==> src/rtl/maxnet_pkg.sv <==
// maxnet_pkg: shared FSM states, result codes and width helper for the Maxnet engine
package maxnet_pkg;

    typedef enum logic [1:0] {IDLE, CHECK, UPDATE, DONE} state_t;

    localparam logic [1:0] RES_NONE      = 2'd0;
    localparam logic [1:0] RES_WINNER    = 2'd1;
    localparam logic [1:0] RES_NO_WINNER = 2'd2;
    localparam logic [1:0] RES_TIMEOUT   = 2'd3;

    function automatic int sum_width(input int w, input int n);
        return w + $clog2(n);
    endfunction

endpackage

==> src/rtl/maxnet_inhibit_unit.sv <==
// maxnet_inhibit_unit: one-channel lateral inhibition a - floor(eps*(s-a)), clamped at zero
module maxnet_inhibit_unit #(
    parameter int W    = 16,
    parameter int SW   = 18,
    parameter int FRAC = 8
) (
    input  logic [W-1:0]    a,
    input  logic [SW-1:0]   s,
    input  logic [FRAC-1:0] eps,
    output logic [W-1:0]    a_next
);
    logic [SW+FRAC-1:0] p;
    logic [SW-1:0]      inh;

    always_comb begin
        p      = (SW+FRAC)'(eps) * (SW+FRAC)'(s - SW'(a));
        inh    = SW'(p >> FRAC);
        a_next = (inh >= SW'(a)) ? '0 : a - inh[W-1:0];
    end

endmodule

==> src/rtl/maxnet_engine.sv <==
// maxnet_engine: N-channel Maxnet winner-take-all, one shared inhibit unit stepping channels per cycle
module maxnet_engine import maxnet_pkg::*; #(
    parameter int N        = 4,
    parameter int W        = 16,
    parameter int FRAC     = 8,
    parameter int MAX_ITER = 64
) (
    input  logic                          clk,
    input  logic                          rst_n,
    input  logic                          start,
    input  logic [FRAC-1:0]               eps,
    input  logic [N*W-1:0]                a_in,
    output logic                          busy,
    output logic                          done,
    output logic                          winner_valid,
    output logic                          no_winner,
    output logic                          timeout,
    output logic [$clog2(N)-1:0]          winner_idx,
    output logic [W-1:0]                  winner_val,
    output logic [$clog2(MAX_ITER+1)-1:0] iter_count
);
    localparam int SW = sum_width(W, N);
    localparam int KW = $clog2(N);
    localparam int IW = $clog2(MAX_ITER+1);
    localparam int CW = $clog2(N+1);

    state_t          state, state_nxt;
    logic [W-1:0]    a_reg [N];
    logic [FRAC-1:0] eps_reg;
    logic [SW-1:0]   s_reg, sum;
    logic [KW-1:0]   k, nz_idx;
    logic [CW-1:0]   nz_cnt;
    logic [W-1:0]    nz_val, a_upd;
    logic [1:0]      res, chk_res;
    logic            start_acc;

    always_comb begin
        sum    = '0;
        nz_cnt = '0;
        nz_idx = '0;
        nz_val = '0;
        for (int i = 0; i < N; i++) begin
            sum    = sum + SW'(a_reg[i]);
            nz_cnt = nz_cnt + CW'(a_reg[i] != '0);
            if (a_reg[i] != '0) begin
                nz_idx = KW'(i);
                nz_val = a_reg[i];
            end
        end
    end

    // Priority order makes the result codes mutually exclusive
    assign chk_res = (nz_cnt == CW'(1)) ? RES_WINNER :
                     (nz_cnt == '0) ? RES_NO_WINNER :
                     (iter_count == IW'(MAX_ITER)) ? RES_TIMEOUT : RES_NONE;

    assign start_acc = start && (state == IDLE || state == DONE);

    maxnet_inhibit_unit #(.W(W), .SW(SW), .FRAC(FRAC)) u_inhibit (
        .a      (a_reg[k]),
        .s      (s_reg),
        .eps    (eps_reg),
        .a_next (a_upd)
    );

    always_ff @(posedge clk or negedge rst_n)
        if (!rst_n) state <= IDLE;
        else        state <= state_nxt;

    always_comb begin
        state_nxt = state;
        case (state)
            IDLE, DONE: state_nxt = start ? CHECK : state;
            CHECK:      state_nxt = (chk_res != RES_NONE) ? DONE : UPDATE;
            UPDATE:     state_nxt = (k == KW'(N-1)) ? CHECK : UPDATE;
            default:    state_nxt = IDLE;
        endcase
    end

    always_comb begin
        busy         = state == CHECK || state == UPDATE;
        winner_valid = res == RES_WINNER;
        no_winner    = res == RES_NO_WINNER;
        timeout      = res == RES_TIMEOUT;
    end

    always_ff @(posedge clk or negedge rst_n)
        if (!rst_n) begin
            for (int i = 0; i < N; i++) a_reg[i] <= '0;
            eps_reg    <= '0;
            s_reg      <= '0;
            k          <= '0;
            iter_count <= '0;
            res        <= RES_NONE;
            winner_idx <= '0;
            winner_val <= '0;
            done       <= 1'b0;
        end else begin
            done <= state_nxt == DONE && state != DONE;
            if (start_acc) begin
                for (int i = 0; i < N; i++) a_reg[i] <= a_in[i*W +: W];
                eps_reg    <= eps;
                iter_count <= '0;
                res        <= RES_NONE;
                winner_idx <= '0;
                winner_val <= '0;
            end
            if (state == CHECK) begin
                s_reg <= sum;
                k     <= '0;
                res   <= chk_res;
                if (chk_res == RES_WINNER) begin
                    winner_idx <= nz_idx;
                    winner_val <= nz_val;
                end
            end
            // s_reg keeps the old sum, so updating channels in place is exact
            if (state == UPDATE) begin
                a_reg[k] <= a_upd;
                k        <= k + 1'b1;
                if (k == KW'(N-1)) iter_count <= iter_count + 1'b1;
            end
        end

endmodule

==> config.mk <==
export PLATFORM = sky130hd
export DESIGN_NAME = maxnet_engine
export DESIGN_NICKNAME = d
export VERILOG_FILES = /design/src/rtl/maxnet_pkg.sv /design/src/rtl/maxnet_inhibit_unit.sv /design/src/rtl/maxnet_engine.sv
export SDC_FILE = /design/constraint.sdc
export NUM_CORES = 1
export LEC_CHECK = 0
export BUFFER_PORTS_ARGS = -buffer_cell sky130_fd_sc_hd__buf_2
export CAP_MARGIN = 20
export CORE_ASPECT_RATIO = 1.4
export CORE_MARGIN = 4
export CORE_UTILIZATION = 45
export CTS_BUF_LIST = sky130_fd_sc_hd__clkbuf_8
export DETAILED_ROUTE_END_ITERATION = 6
export GPL_TIMING_DRIVEN = 0
export PLACE_DENSITY = 0.74
export REMOVE_ABC_BUFFERS = 1
export SYNTH_ARGS = -nofsm -noshare
export SYNTH_HDL_FRONTEND = slang
export SYNTH_SLANG_ARGS = --single-unit
==> constraint.sdc <==
create_clock -name clk -period 13.4 [get_ports clk]
set_clock_uncertainty 0.1 [all_clocks]
set_input_delay 1.34 -clock clk [delete_from_list [all_inputs] [get_ports clk]]
set_output_delay 1.34 -clock clk [all_outputs]
set_load 0.005 [all_outputs]
After elaboration in Yosys (flattened, before gate mapping). Index checks and enable logic that the tools add are counted.

Register bits: 122. Input bits: 75. Output and inout port bits: 30. Word-level logic and storage cells: 91.

Add/sub/neg operators: 10. Multipliers: 1. Order comparisons: 3. Equal/unequal tests: 12. Muxes and demuxes: 36. Bitwise operators: 1. Reductions and logical operators: 15.

Operators by type and width (count): 2-to-1 mux 16 bit (11); 2-to-1 mux 64 bit (2); bitwise mux 64 bit (1); nonzero test 16 bit (4); binary-select mux 16 bit (select 2 bit) (1); demux 16 bit (select 2 bit) (1); 2-to-1 mux 2 bit (14); multiplier 8 x 26 -> 26 bit (1); 2-to-1 mux 7 bit (3); subtractor 18 x 16 -> 19 bit (1); adder 17 x 16 -> 18 bit (1); adder 18 x 16 -> 18 bit (1); greater-or-equal comparator 18 x 16 -> 1 bit (1); adder 16 x 16 -> 17 bit (1); subtractor 16 bit (1); == test 2 bit, second input constant (6); adder 7 x 1 -> 7 bit, second input constant (1); == test 7 bit, second input constant (1); == test 2 x 1 -> 1 bit, second input constant (3); one-hot mux 2 bit (3 select lines) (1); nonzero test 2 bit (3); adder 2 x 1 -> 3 bit (1); adder 3 x 1 -> 3 bit (1); == test 3 x 1 -> 1 bit, second input constant (1); 12 further kinds (16).

Longest topological paths before layout.
Word-level depth: 12. Depth in mapped cells: 38. Depth with buffers taken out: 36.

Cells and area by module. Synthesis repeated with hierarchy kept, for this count alone.

Cells, all modules: 1659. Area, all modules: 14973.1 sq um.

By module, submodules not included: maxnet_engine (instances 1, cells each 778, area an instance 7800.0 sq um, sequential area each 3052.9 sq um); maxnet_inhibit_unit (instances 1, cells each 881, area an instance 7173.1 sq um, sequential area each 0.0 sq um).

Worst setup path before layout. OpenSTA, ideal clock, no wires.

Kind: reg-to-reg. From: register k[0]. To: register a_reg[47] (netlist bit). Library setup time: 0.096 ns. Data arrival time: 9.045 ns. Required time: 13.204 ns. Path slack: 4.159 ns. Stages on the path, launching flop included: 36. Path buffers: 5. Clock period less this slack: 9.241 ns. Path through: dfrtp_1 clkbuf_1 buf_1 mux4_2 inv_1 ha_1 or2_2 a21oi_1 a211oi_1 clkbuf_1 o31a_1 or3b_1 fa_1 inv_1 fa_1 fa_1 inv_1 fa_1 inv_1 ha_1 o21a_1 o21a_1 o21a_1 o21a_1 a21oi_1 xnor2_1 ha_1 clkbuf_1 a22o_1 nor4_1 o21ai_0 a31o_2 and3b_1 o211ai_4 buf_6 o31ai_1.

Longest elaborated chain between the ends: 10. Elaborated cells between the ends (all ways): 16. Classes of those cells: add/sub: 2; mul: 1; order compare: 3; mux: 8; bitwise: 1; reduce/logical: 1.

Ends and longest elaborated chain: from (decl) (line maxnet_engine.sv:31) `logic [KW-1:0] k, nz_idx;`; from (signal assigned) (line maxnet_engine.sv:120) `k <= k + 1'b1;`; inverter 2 -> 3 bit (not written as such) (*) (line maxnet_engine.sv:60, maxnet_engine.sv:119); binary-select mux 16 bit (select 2 bit) (line maxnet_engine.sv:60) `.a (a_reg[k]),`; 2-to-1 mux 16 bit (not written as such) (2 in series) (line maxnet_engine.sv:60); subtractor 18 x 16 -> 19 bit (line maxnet_inhibit_unit.sv:16) `p = (SW+FRAC)'(eps) * (SW+FRAC)'(s - SW'(a));`; multiplier 8 x 26 -> 26 bit (line maxnet_inhibit_unit.sv:16); subtractor 16 bit / greater-or-equal comparator 18 x 16 -> 1 bit (equally long branches) (line maxnet_inhibit_unit.sv:18) `a_next = (inh >= SW'(a)) ? '0 : a - inh[W-1:0];`; 2-to-1 mux 16 bit (line maxnet_inhibit_unit.sv:18); bitwise mux 64 bit (*) (line maxnet_engine.sv:119) `a_reg[k] <= a_upd;`; 2-to-1 mux 64 bit (*) (line maxnet_engine.sv:118) `if (state == UPDATE) begin`; to (signal, indexed assignment) (line maxnet_engine.sv:119); to (decl) (line maxnet_engine.sv:28) `logic [W-1:0] a_reg [N];`.

Mark *: on every way between the ends. The rest lies on a longest branch, timed or not. The select of a mux whose other input is x is not followed. A chain may end at the register's enable or synchronous reset.

Worst setup path in the final report.
From: register k[1]. To: register a_reg[3] (netlist bit).

The elaborated chain is that of the path after synthesis.

==> metrics <==
Final period util=0.824; worst-skew pair later-pin latency=approximately 0.48 ns; Worst Max-Slew Pin Slew=1.07 ns; area grow syn2layout=9.45%; Avg Synthesized Cell Area=9.28 um^2; pin count of the biggest net entering global routing=93; Synth Instances=1,591; Slowest cell on crit path=dfrtp_1; ratio of cells with drive above 1 in the final layout=0.133; IO buf count=between 100 and 150; unrepaired setup endpoints after global routing=no; number of global-route vias before repair=between 10,000 and 15,000; die extent in x=161 um; Total Wirelength=39,900 um; initial drt markers=880; Yosys reg bits=roughly 120; initial antenna violation count=1; # rows=78; Root Buffer=clkbuf_8; Die Height=222 um; placer congestion estimate=about 0.9; Starting Density=0.456; hold_buf cts=0; final setup fails=0; Max Slew Vio Count=0; most frequent cells in the layout=194 x inv_1, 151 x fa_1, 146 x nand2_1; register area share after synthesis=0.207; Yosys warnings=0; status=completed; average via count per standard cell=a little under 6; mapped cell area=~0.015 mm^2; Rel. slew slack=0.284; FF/Latch Area=roughly 0.003 mm^2; worst setup path start=k[1]$_DFFE_PN0N_; total grt overflow=0; Fill cells=3,038; DRT Pass-1 Iters=5; clock tree buffer depth=2; critical path type=reg -> reg; postcts setup bufs=0; post-synth top area cell=dfrtp_1; most frequently used flop master after synthesis=dfrtp_1; crit path DAT=11.25 ns; DRC violations left=0; fin nets=1,984; unique cell type count in the Yosys netlist=74; Die ar.=0.0358 mm^2; Final HPWL DP=slightly above 30,000 um; Crit. End Element=flop; crit path max fanout=36; Ports=105; total negative slack=0 ns; Hold Startpoint=s_reg[2]$_DFFE_PN0P_; number of flops mapped to enable cells by yosys=0; WP data required=13.61 ns; Top cell by count, worst path=fa_1; Sink Count=122; Max Freq=90.6 MHz; Fin. Hold Viols=0; core area=between 0.03 and 0.04 mm^2; Avg WL per Cell=19.0 um; Synth area leaders=dfrtp_1 21%, fa_1 20%, ha_1 9.1%; H-Tree Depth=4; post-CTS sizing=0; CP Launch Type=flop; worst r2r src=k[1]$_DFFE_PN0N_; Max-cap violations=0; CTS buffer count=17; fin crit period=11.04 ns; top cell type's share of synthesized area=0.207; clk slew on worst S/H paths=around 0.08 ns; commonest non-fill, non-tap cell in the layout=inv_1; DRT antenna net count=0; Hold Crit Class=reg -> reg; Async S/R FF share, synth=1.00; DR vias=12,229; TritonCTS clock tree=yes; area of the multi-input gates=0.0107 mm^2; max reg flops=64; GRT Util Overall=0.225; first-pass GRT wire length=64,900 um; CP max stage delay=0.94 ns
## kinds of logic after synthesis
| logic type | count (synthesis) | share of synthesized area |
|---|---|---|
| mux | 97 | 0.0825 |
| flops | 122 | 0.207 |
| buf+inv | 266 | 0.0707 |
| simple gates | 461 | 0.164 |
| fa+ha+maj | 258 | 0.295 |
| xor+xnor | 58 | 0.0344 |
| compound gates | 329 | 0.147 |
## worst max-delay path, delay by kind of cell (launching register included)
family	cells	cell delay (ns)
flops	1	0.94
mux	1	0.47
compound gates	16	4.28
xor+xnor	1	0.10
fa+ha+maj	8	3.47
buf+inv	3	0.38
simple gates	5	1.11
## synthesized netlist by cell type, drive strengths merged, types with 10 or more instances
library cell  instances
buf                  10
a21o                 14
ha                  107
o22ai                43
nand2b               10
inv                 192
nor3                 21
o21a                 16
nand2               147
xor2                 15
o21ai                44
a31oi                10
dfrtp               122
fa                  151
o31ai                24
nand3                20
xnor2                43
a21oi                99
a221o                11
and2                 78
nor3b                23
mux4                 16
o211ai               10
mux2                 38
nor2                 60
nor4                 24
nor2b                26
mux2i                43
clkbuf               63
## cell type report
cell class | count | share of cell area
tap | 440 | 0.0341
sequential | 122 | 0.189
inverter | 193 | 0.0448
antenna | 1 | 0.000155
clock buffer | 20 | 0.0170
multi-input combinational | 1203 | 0.661
clock inverter | 12 | 0.0106
timing repair buffer | 114 | 0.0435
## metal layers
metal | track usage | wire (um) | share of wire
met5 | 0 | 0 | 0
met4 | 0.118 | 2170 | 0.054
met3 | 0.0315 | 1710 | 0.043
met2 | 0.412 | 21200 | 0.53
met1 | 0.252 | 14800 | 0.37
## worst paths after layout
path,endpoint,slack (ns),cells past startpoint
setup / recovery,a_reg[3]$_DFF_PN0_,2.36,34
hold / removal,s_reg[2]$_DFFE_PN0P_,0.41,2
setup reg to reg,a_reg[3]$_DFF_PN0_,2.36,34
hold reg to reg,s_reg[2]$_DFFE_PN0P_,0.41,2
max in group asynchronous,eps_reg[0]$_DFFE_PN0P_,11.75,2
min in group asynchronous,a_reg[62]$_DFF_PN0_,0.65,1
## stage by stage
stage | std cells | hold slack [ns] | setup slack (ns) | area (um^2) | utilization
floorplan | 1518 | 0.358 | 3.79 | 14500 | -
global placement | 2062 | 0.380 | 1.68 | 15500 | 0.479
detailed placement | 2068 | 0.389 | 2.09 | 15700 | 0.483
CTS | 2100 | 0.411 | 2.06 | 16100 | 0.497
global route | 2105 | 0.424 | 1.82 | 16200 | 0.499
finish | 2105 | 0.407 | 2.36 | 16200 | 0.499
Power is left out: the tool's default activity adds up to more than one toggle a clock period on the data nets, which glitch-free logic cannot reach.
